**src/rtl/credential_check_unit.sv**
```systemverilog
// Compares a candidate against a stored credential through an external ALU and keeps a score counter.
// Build option CCU_LOCKOUT_EN adds consecutive-failure lockout (fail counter, LOCK state, lock timer).
module credential_check_unit #(
  parameter int WIDTH       = 4,
  parameter int MAX_FAIL    = 3,
  parameter int LOCK_CYCLES = 16
) (
  input  logic             clk,
  input  logic             rst_n,
  input  logic             start_i,
  input  logic [WIDTH-1:0] data_in_i,
  input  logic             cred_load_i,
  input  logic [WIDTH-1:0] cred_in_i,
  output logic [WIDTH-1:0] alu_iA_o,
  output logic [WIDTH-1:0] alu_iB_o,
  output logic [3:0]       alu_op_o,
  input  logic [WIDTH-1:0] alu_r_i,
  input  logic [4:0]       alu_status_i,
  output logic             busy_o,
  output logic             done_o,
  output logic             match_o,
  output logic             led_o,
  output logic [WIDTH-1:0] counter_o,
  output logic             locked_o
);
  localparam logic [3:0] OP_SUB = 4'd0;
  localparam logic [3:0] OP_ADD = 4'd13;

  typedef enum logic [2:0] {S_IDLE, S_CMP, S_INC, S_DEC, S_WB, S_HIT, S_LOCK} state_e;

  state_e           state_q, state_d;
  logic [WIDTH-1:0] cred_q, cred_d, ia_q, ia_d, ib_q, ib_d, cnt_q, cnt_d;
  logic [3:0]       op_q, op_d;
  logic             match_q, match_d, led_q, led_d, done_q, done_d;
  logic             locked;

  // Only zero and the signed less-than pair (negative ^ overflow) steer the FSM.
  logic unused_status;
  assign unused_status = alu_status_i[2] ^ alu_status_i[0];

`ifdef CCU_LOCKOUT_EN
  localparam int FW = $clog2(MAX_FAIL + 1);
  localparam int TW = $clog2(LOCK_CYCLES + 1);
  logic [FW-1:0] fail_q, fail_d;
  logic [TW-1:0] timer_q, timer_d;
  logic          lock_q, lock_d;
  assign locked = lock_q;
`else
  logic unused_cfg;
  assign unused_cfg = (MAX_FAIL == 0) || (LOCK_CYCLES == 0);
  assign locked     = 1'b0;
`endif

  always_ff @(posedge clk or negedge rst_n) begin
    if (!rst_n) begin
      state_q <= S_IDLE;
      cred_q  <= '0;
      ia_q    <= '0;
      ib_q    <= '0;
      op_q    <= '0;
      cnt_q   <= '0;
      match_q <= 1'b0;
      led_q   <= 1'b0;
      done_q  <= 1'b0;
`ifdef CCU_LOCKOUT_EN
      fail_q  <= '0;
      timer_q <= '0;
      lock_q  <= 1'b0;
`endif
    end else begin
      state_q <= state_d;
      cred_q  <= cred_d;
      ia_q    <= ia_d;
      ib_q    <= ib_d;
      op_q    <= op_d;
      cnt_q   <= cnt_d;
      match_q <= match_d;
      led_q   <= led_d;
      done_q  <= done_d;
`ifdef CCU_LOCKOUT_EN
      fail_q  <= fail_d;
      timer_q <= timer_d;
      lock_q  <= lock_d;
`endif
    end
  end

  always_comb begin
    state_d = state_q;
    cred_d  = cred_q;
    ia_d    = ia_q;
    ib_d    = ib_q;
    op_d    = op_q;
    cnt_d   = cnt_q;
    match_d = match_q;
    led_d   = led_q;
    done_d  = 1'b0;
`ifdef CCU_LOCKOUT_EN
    fail_d  = fail_q;
    timer_d = timer_q;
    lock_d  = lock_q;
`endif
    case (state_q)
      S_IDLE: begin
        if (cred_load_i) begin
          cred_d = cred_in_i;
          led_d  = 1'b0;
        end else if (start_i && !locked) begin
          ia_d    = data_in_i;
          ib_d    = cred_q;
          op_d    = OP_SUB;
          state_d = S_CMP;
        end
      end
      S_CMP: begin
        if (alu_status_i[4])                     state_d = S_HIT;
        else if (alu_status_i[3] ^ alu_status_i[1]) state_d = S_INC;
        else                                     state_d = S_DEC;
      end
      S_INC: begin
        ia_d    = cnt_q;
        ib_d    = WIDTH'(1);
        op_d    = OP_ADD;
        state_d = S_WB;
      end
      S_DEC: begin
        ia_d    = cnt_q;
        ib_d    = WIDTH'(1);
        op_d    = OP_SUB;
        state_d = S_WB;
      end
      S_WB: begin
        cnt_d   = alu_r_i;
        match_d = 1'b0;
        done_d  = 1'b1;
        state_d = S_IDLE;
`ifdef CCU_LOCKOUT_EN
        fail_d = fail_q + FW'(1);
        if (fail_d == FW'(MAX_FAIL)) begin
          lock_d  = 1'b1;
          timer_d = '0;
          state_d = S_LOCK;
        end
`endif
      end
      S_HIT: begin
        match_d = 1'b1;
        led_d   = 1'b1;
        done_d  = 1'b1;
        state_d = S_IDLE;
`ifdef CCU_LOCKOUT_EN
        fail_d = '0;
`endif
      end
      S_LOCK: begin
`ifdef CCU_LOCKOUT_EN
        // Timer enters at 0, so the final count is LOCK_CYCLES-1.
        if (timer_q == TW'(LOCK_CYCLES - 1)) begin
          lock_d  = 1'b0;
          fail_d  = '0;
          state_d = S_IDLE;
        end else begin
          timer_d = timer_q + TW'(1);
        end
`else
        state_d = S_IDLE;
`endif
      end
      default: state_d = S_IDLE;
    endcase
  end

  assign alu_iA_o  = ia_q;
  assign alu_iB_o  = ib_q;
  assign alu_op_o  = op_q;
  assign busy_o    = (state_q != S_IDLE);
  assign done_o    = done_q;
  assign match_o   = match_q;
  assign led_o     = led_q;
  assign counter_o = cnt_q;
  assign locked_o  = locked;
endmodule

```
**config.mk**
```make
export PLATFORM = sky130hd
export DESIGN_NAME = credential_check_unit
export DESIGN_NICKNAME = d
export VERILOG_FILES = /design/src/rtl/credential_check_unit.sv
export SDC_FILE = /design/constraint.sdc
export NUM_CORES = 1
export LEC_CHECK = 0
export CORE_MARGIN = 5
export CORE_UTILIZATION = 42
export CTS_CLUSTER_DIAMETER = 120
export DETAILED_ROUTE_END_ITERATION = 12
export GPL_TIMING_DRIVEN = 0
export PLACE_DENSITY_LB_ADDON = 0.1
export SYNTH_ARGS = -nofsm -noshare
export SYNTH_HDL_FRONTEND = slang
export SYNTH_SLANG_ARGS = --single-unit
```
**constraint.sdc**
```tcl
create_clock -name clk -period 2 [get_ports clk]
set_input_delay 0.6 -clock clk [delete_from_list [all_inputs] [get_ports clk]]
set_output_delay 0.6 -clock clk [all_outputs]
set_load 0.005 [all_outputs]
```
* Word level (Yosys, flattened, before mapping)
Index checks and enable logic that the tools add are counted.
W data, S select, Z words.
** Operators by class
- $add $sub $neg :: 0
- Multipliers :: 0
- Div/mod/pow operators :: 0
- Order comparisons :: 0
- Eq/ne operators :: 8
- Shift-type cells :: 0
- Multiplexer cells :: 18
- Bitwise operators :: 1
- Reductions and logical operators :: 13
** Operator list (count)
- $mux W4 :: 6
- $pmux W4 S2 :: 2
- $pmux W4 S3 :: 1
- $mux W3 :: 3
- $pmux W3 S3 :: 1
- $eq A3 B2 Y1 const B :: 2
- $eq A3 B3 Y1 const B :: 2
- $ne A2 B2 Y1 const B :: 3
- $reduce_and A2 Y1 :: 3
- $reduce_and A3 Y1 :: 2
- $reduce_bool A2 Y1 :: 3
- $reduce_bool A3 Y1 :: 2
- $pmux W1 S2 :: 2
- $reduce_or A2 Y1 :: 2
- $eq A3 B1 Y1 const B :: 1
- $logic_not A3 Y1 :: 1
- $mux W1 :: 3
- $xor A1 B1 Y1 :: 1
** Word-level totals
- Register bits after elaboration :: 26
- Latch bits :: 0
- Bits in writable memories :: 0
- Memory bits (read-only) :: 0
- Bits of input ports :: 21
- Output and inout port bits :: 21
- Logic and storage cells :: 49
- Memories kept :: 0

* Depth between registers and ports, before layout
- Depth after elaboration :: 4
- Depth in mapped cells :: 4
- Depth with buffers taken out :: 4

* Least setup slack after synthesis
OpenSTA, ideal clock, no wires.
- Path kind :: input-to-reg
- From :: in cred_load_i
- To :: reg cred_q[0]
- Setup time :: 125 ps
- Data arrival time :: 1617 ps
- Required time :: 1875 ps
- Path slack :: 258 ps
- Stages on the path :: 3
- Buffers on the path :: 0
- Cell sequence :: or3b_2 > nor2_1 > mux2_2
** On the way
- Longest elaborated chain between the ends :: 1
** RTL lines
- start: declaration :: RTL line 12 : input logic cred_load_i,
- $reduce_and A2 Y1 (no source line)
- end signal: assignment :: RTL line 72 : cred_q <= cred_d;
- end: declaration :: RTL line 32 : logic [WIDTH-1:0] cred_q, cred_d, ia_q, ia_d, ib_q, ib_d, cnt_q, cnt_d;
Every way passes these cells.
A chain may end at the register's enable or synchronous reset.

* Worst setup path in the final report
Same ends and word-level chain as after synthesis.

==> results <==
==> worst min-delay path by stage <==
stage	end	slack (ps)	cells past startpoint
2_1_floorplan	alu_iA_o[0]$_DFFE_PN0P_	300	0
3_5_place_dp	match_o$_DFFE_PN0P_	490	2
5_1_grt	cred_q[1]$_DFFE_PN0P_	540	1
4_1_cts	match_o$_DFFE_PN0P_	520	2
3_3_place_gp	match_o$_DFFE_PN0P_	460	2
6_report	match_o$_DFFE_PN0P_	510	2
==> layer usage <==
metal / share of wire, % / up-vias
met5: 0 / -
met4: 0.89 / 0
met3: 10 / 2
met2: 51 / 26
met1: 38 / 354
li1: - / 358
==> logic make-up after synthesis <==
family / Yosys count / synth area share, %
other: 1 / 0.365
xor gates and xnor gates: 1 / 0.852
buffers and inverters: 12 / 6.69
muxes: 20 / 21.5
DFF: 23 / 56.0
AOI/OAI and AO/OA: 5 / 4.87
and+or+nand+nor: 20 / 9.73
==> flip-flops by register name, summed over array words and instances, names as in the netlist <==
name	count
cred_q	4
led_o	1
alu_iA_o	4
alu_op_o	1
alu_iB_o	4
done_o	1
counter_o	4
state_q	3
match_o	1
==> power breakdown <==
part	switching [µW]	leakage [µW]	internal (µW)	total, µW
clock network	132	0.0000177	74.6	207
registers	142	0.000279	692	834
logic	355	0.000373	683	1040
==> worst max-delay path, cell delays in order <==
cell             delay, ps
clkdlybuf4s50_1        540
or3b_2                 520
nor2_4                 160
mux2_2                 350
==> repair_timing <==
item	CTS	global route
buffers inserted	1	2
setup endpoints to repair	5	7
pin swaps	0	1
gates resized for setup	6	1
hold buffers	0	0
==> metrics by stage <==
stage | std cells | util, % | setup WS, ps | total power (µW)
global placement | 150 | 59.8 | -453 | 1840
floorplan | 83 | - | 258 | 1340
detailed placement | 150 | 59.8 | -455 | 1870
CTS | 155 | 61.3 | 7.95 | 2100
finish | 157 | 62.0 | 26.8 | 2080
global route | 157 | 62.0 | -42.7 | 2250
==> final cells by class <==
class	instances	area [µm²]	area share [%]
multi-input cells	48	395	26.5
clock buffers	3	22.5	1.51
flip-flops and latches	23	577	38.6
well taps	30	37.5	2.51
repair buffers	40	388	26.0
clock inverters	1	5.00	0.335
inverters	6	22.5	1.51
plain buffers	6	46.3	3.10
==> synthesized netlist by cell type, drive strengths merged <==
cell type	count
a21oi	2
buf	6
conb	1
dfrtp	23
inv	6
mux2	17
mux2i	3
nand2	6
nand2b	3
nor2	5
nor2b	1
nor3	2
o22ai	2
o41ai	1
or2b	1
or3	1
or3b	1
xnor2	1
==> summary.md <==
| Metric | Value |
|---|---|
| PortBufs | `37` |
| FF-to-FF path depth | `5` |
| Post-route cell area | `between 0.001 and 0.0015 mm²` |
| Iter 0 DRT Violations | `5` |
| Gate Count Post-Synth | `between 80 and 90` |
| Slew margin rel. | `between 30% and 40%` |
| Total Routing Usage GR | `13.0%` |
| Layout Nets | `approximately 150` |
| CTS tree | `built` |
| Via count | `740` |
| Setup Viol. Count Final | `0` |
| Hold slack | `around 510 ps` |
| Synth warn | `0` |
| Period utilization | `~99%` |
| Met2 Track Usage GR | `around 20%` |
| Sum Neg Setup Slack | `0 ps` |
| Synthesized area | `0.00103 mm²` |
| P&R area growth vs syn | `45.3%` |
| Height of the die | `between 50 and 60 µm` |
| Worst r2r src | `state_q[0]$_DFFE_PN0P_` |
| Clock Latency Late Sink | `about 300 ps` |
| Crit path kind | `primary input to flip-flop` |
| Max-slew violations | `0` |
| GRT busiest layer | `met2` |
| Crit path capture | `cred_q[0]$_DFFE_PN0P_` |
| Top cell type's share of synthesized area | `56.0%` |
| Met3 Use GR | `4.36%` |
| Reg-to-Reg End | `alu_iA_o[2]$_DFFE_PN0P_` |
| Die Wd | `59.5 µm` |
| Post-route DRC | `0` |
| Crit path arrival time | `approximately 2200 ps` |
| Final WL | `~2.0 mm` |
| Yosys top cell by area | `dfrtp_1` |
| Core Region | `around 0.0024 mm²` |
| RSZ-0062 raised after global routing | `yes` |
| Gp weighted congestion | `slightly above 0.7` |
| Hold path start | `match_o$_DFFE_PN0P_` |
| Die ar. | `about 0.0035 mm²` |
| CP required | `2200 ps` |
| Max Buffers Root-to-Sink | `2` |
| Worst Path Max Fanout | `4` |
| Dpl cell area | `0.00144 mm²` |
| Routed Antenna Nets | `0` |
| Clock slew at reported path FFs | `120 ps` |
| Largest net degree at the start of global routing | `24` |
| Row Count | `18` |
| Reg2reg setup slack | `~320 ps` |
| Setup crit end kind | `flip-flop` |
| DR vias/cell | `~4.7` |
| Pwr Density | `~1400 mW/mm²` |
| Layout cell share with drive strength beyond 1 | `approximately 28%` |
| # IOs | `between 40 and 50` |
| Cts bufs inserted | `3` |
| Sequential area share after synthesis | `56.0%` |
| Peak VDD IR | `approximately 0.00097 V` |
| Fill cells | `roughly 200` |
| Most frequent cells in the layout | `36 x clkdlybuf4s50_1, 22 x dfrtp_1, 17 x mux2_2` |
| Final Hold Viols | `0` |
| Clock root buffer master | `clkbuf_4` |
| Routed wire per std cell | `12.8 µm` |
| Max-Cap Viols | `0` |
| Leakage | `about 0.00067 µW` |
| First-pass GRT wire length | `3.44 mm` |
| Starting Density | `42.7%` |
| Grt met1 use | `~16%` |
| H-tree levels | `1` |
| Initial antenna violation count | `0` |
| Tmin final | `just under 2000 ps` |
| Total grt overflow | `0` |
| Worst min path class | `flip-flop to flip-flop` |
| Mean Syn Cell Area | `approximately 13 µm²` |
| Type of origin of the critical path | `primary input` |
| Sinks on Clock Net | `23` |
| Final setup skew | `between 4 and 5 ps` |
| Most common cell after layout, fill and taps aside | `clkdlybuf4s50_1` |
| DP Wirelength | `1.54 mm` |
| Number of global-route vias before repair | `between 700 and 800` |
| Worst Setup SP | `cred_load_i` |
| ANT cells | `0` |
| Ranking of synthesized cells by area | `dfrtp_1 56%, mux2_2 19%, mux2i_1 2.9%, buf_4 2.9%, o41ai_4 2.7%` |
| Worst slew pin tran | `between 900 and 1000 ps` |
| Status | `complete, no violations` |
| F_max | `between 500 and 600 MHz` |
| Library cells used by synthesis | `20` |
| Synthesized flop and latch total | `23` |
| Drt pass-1 iters | `4` |
Power figures use the tool's default switching activity.
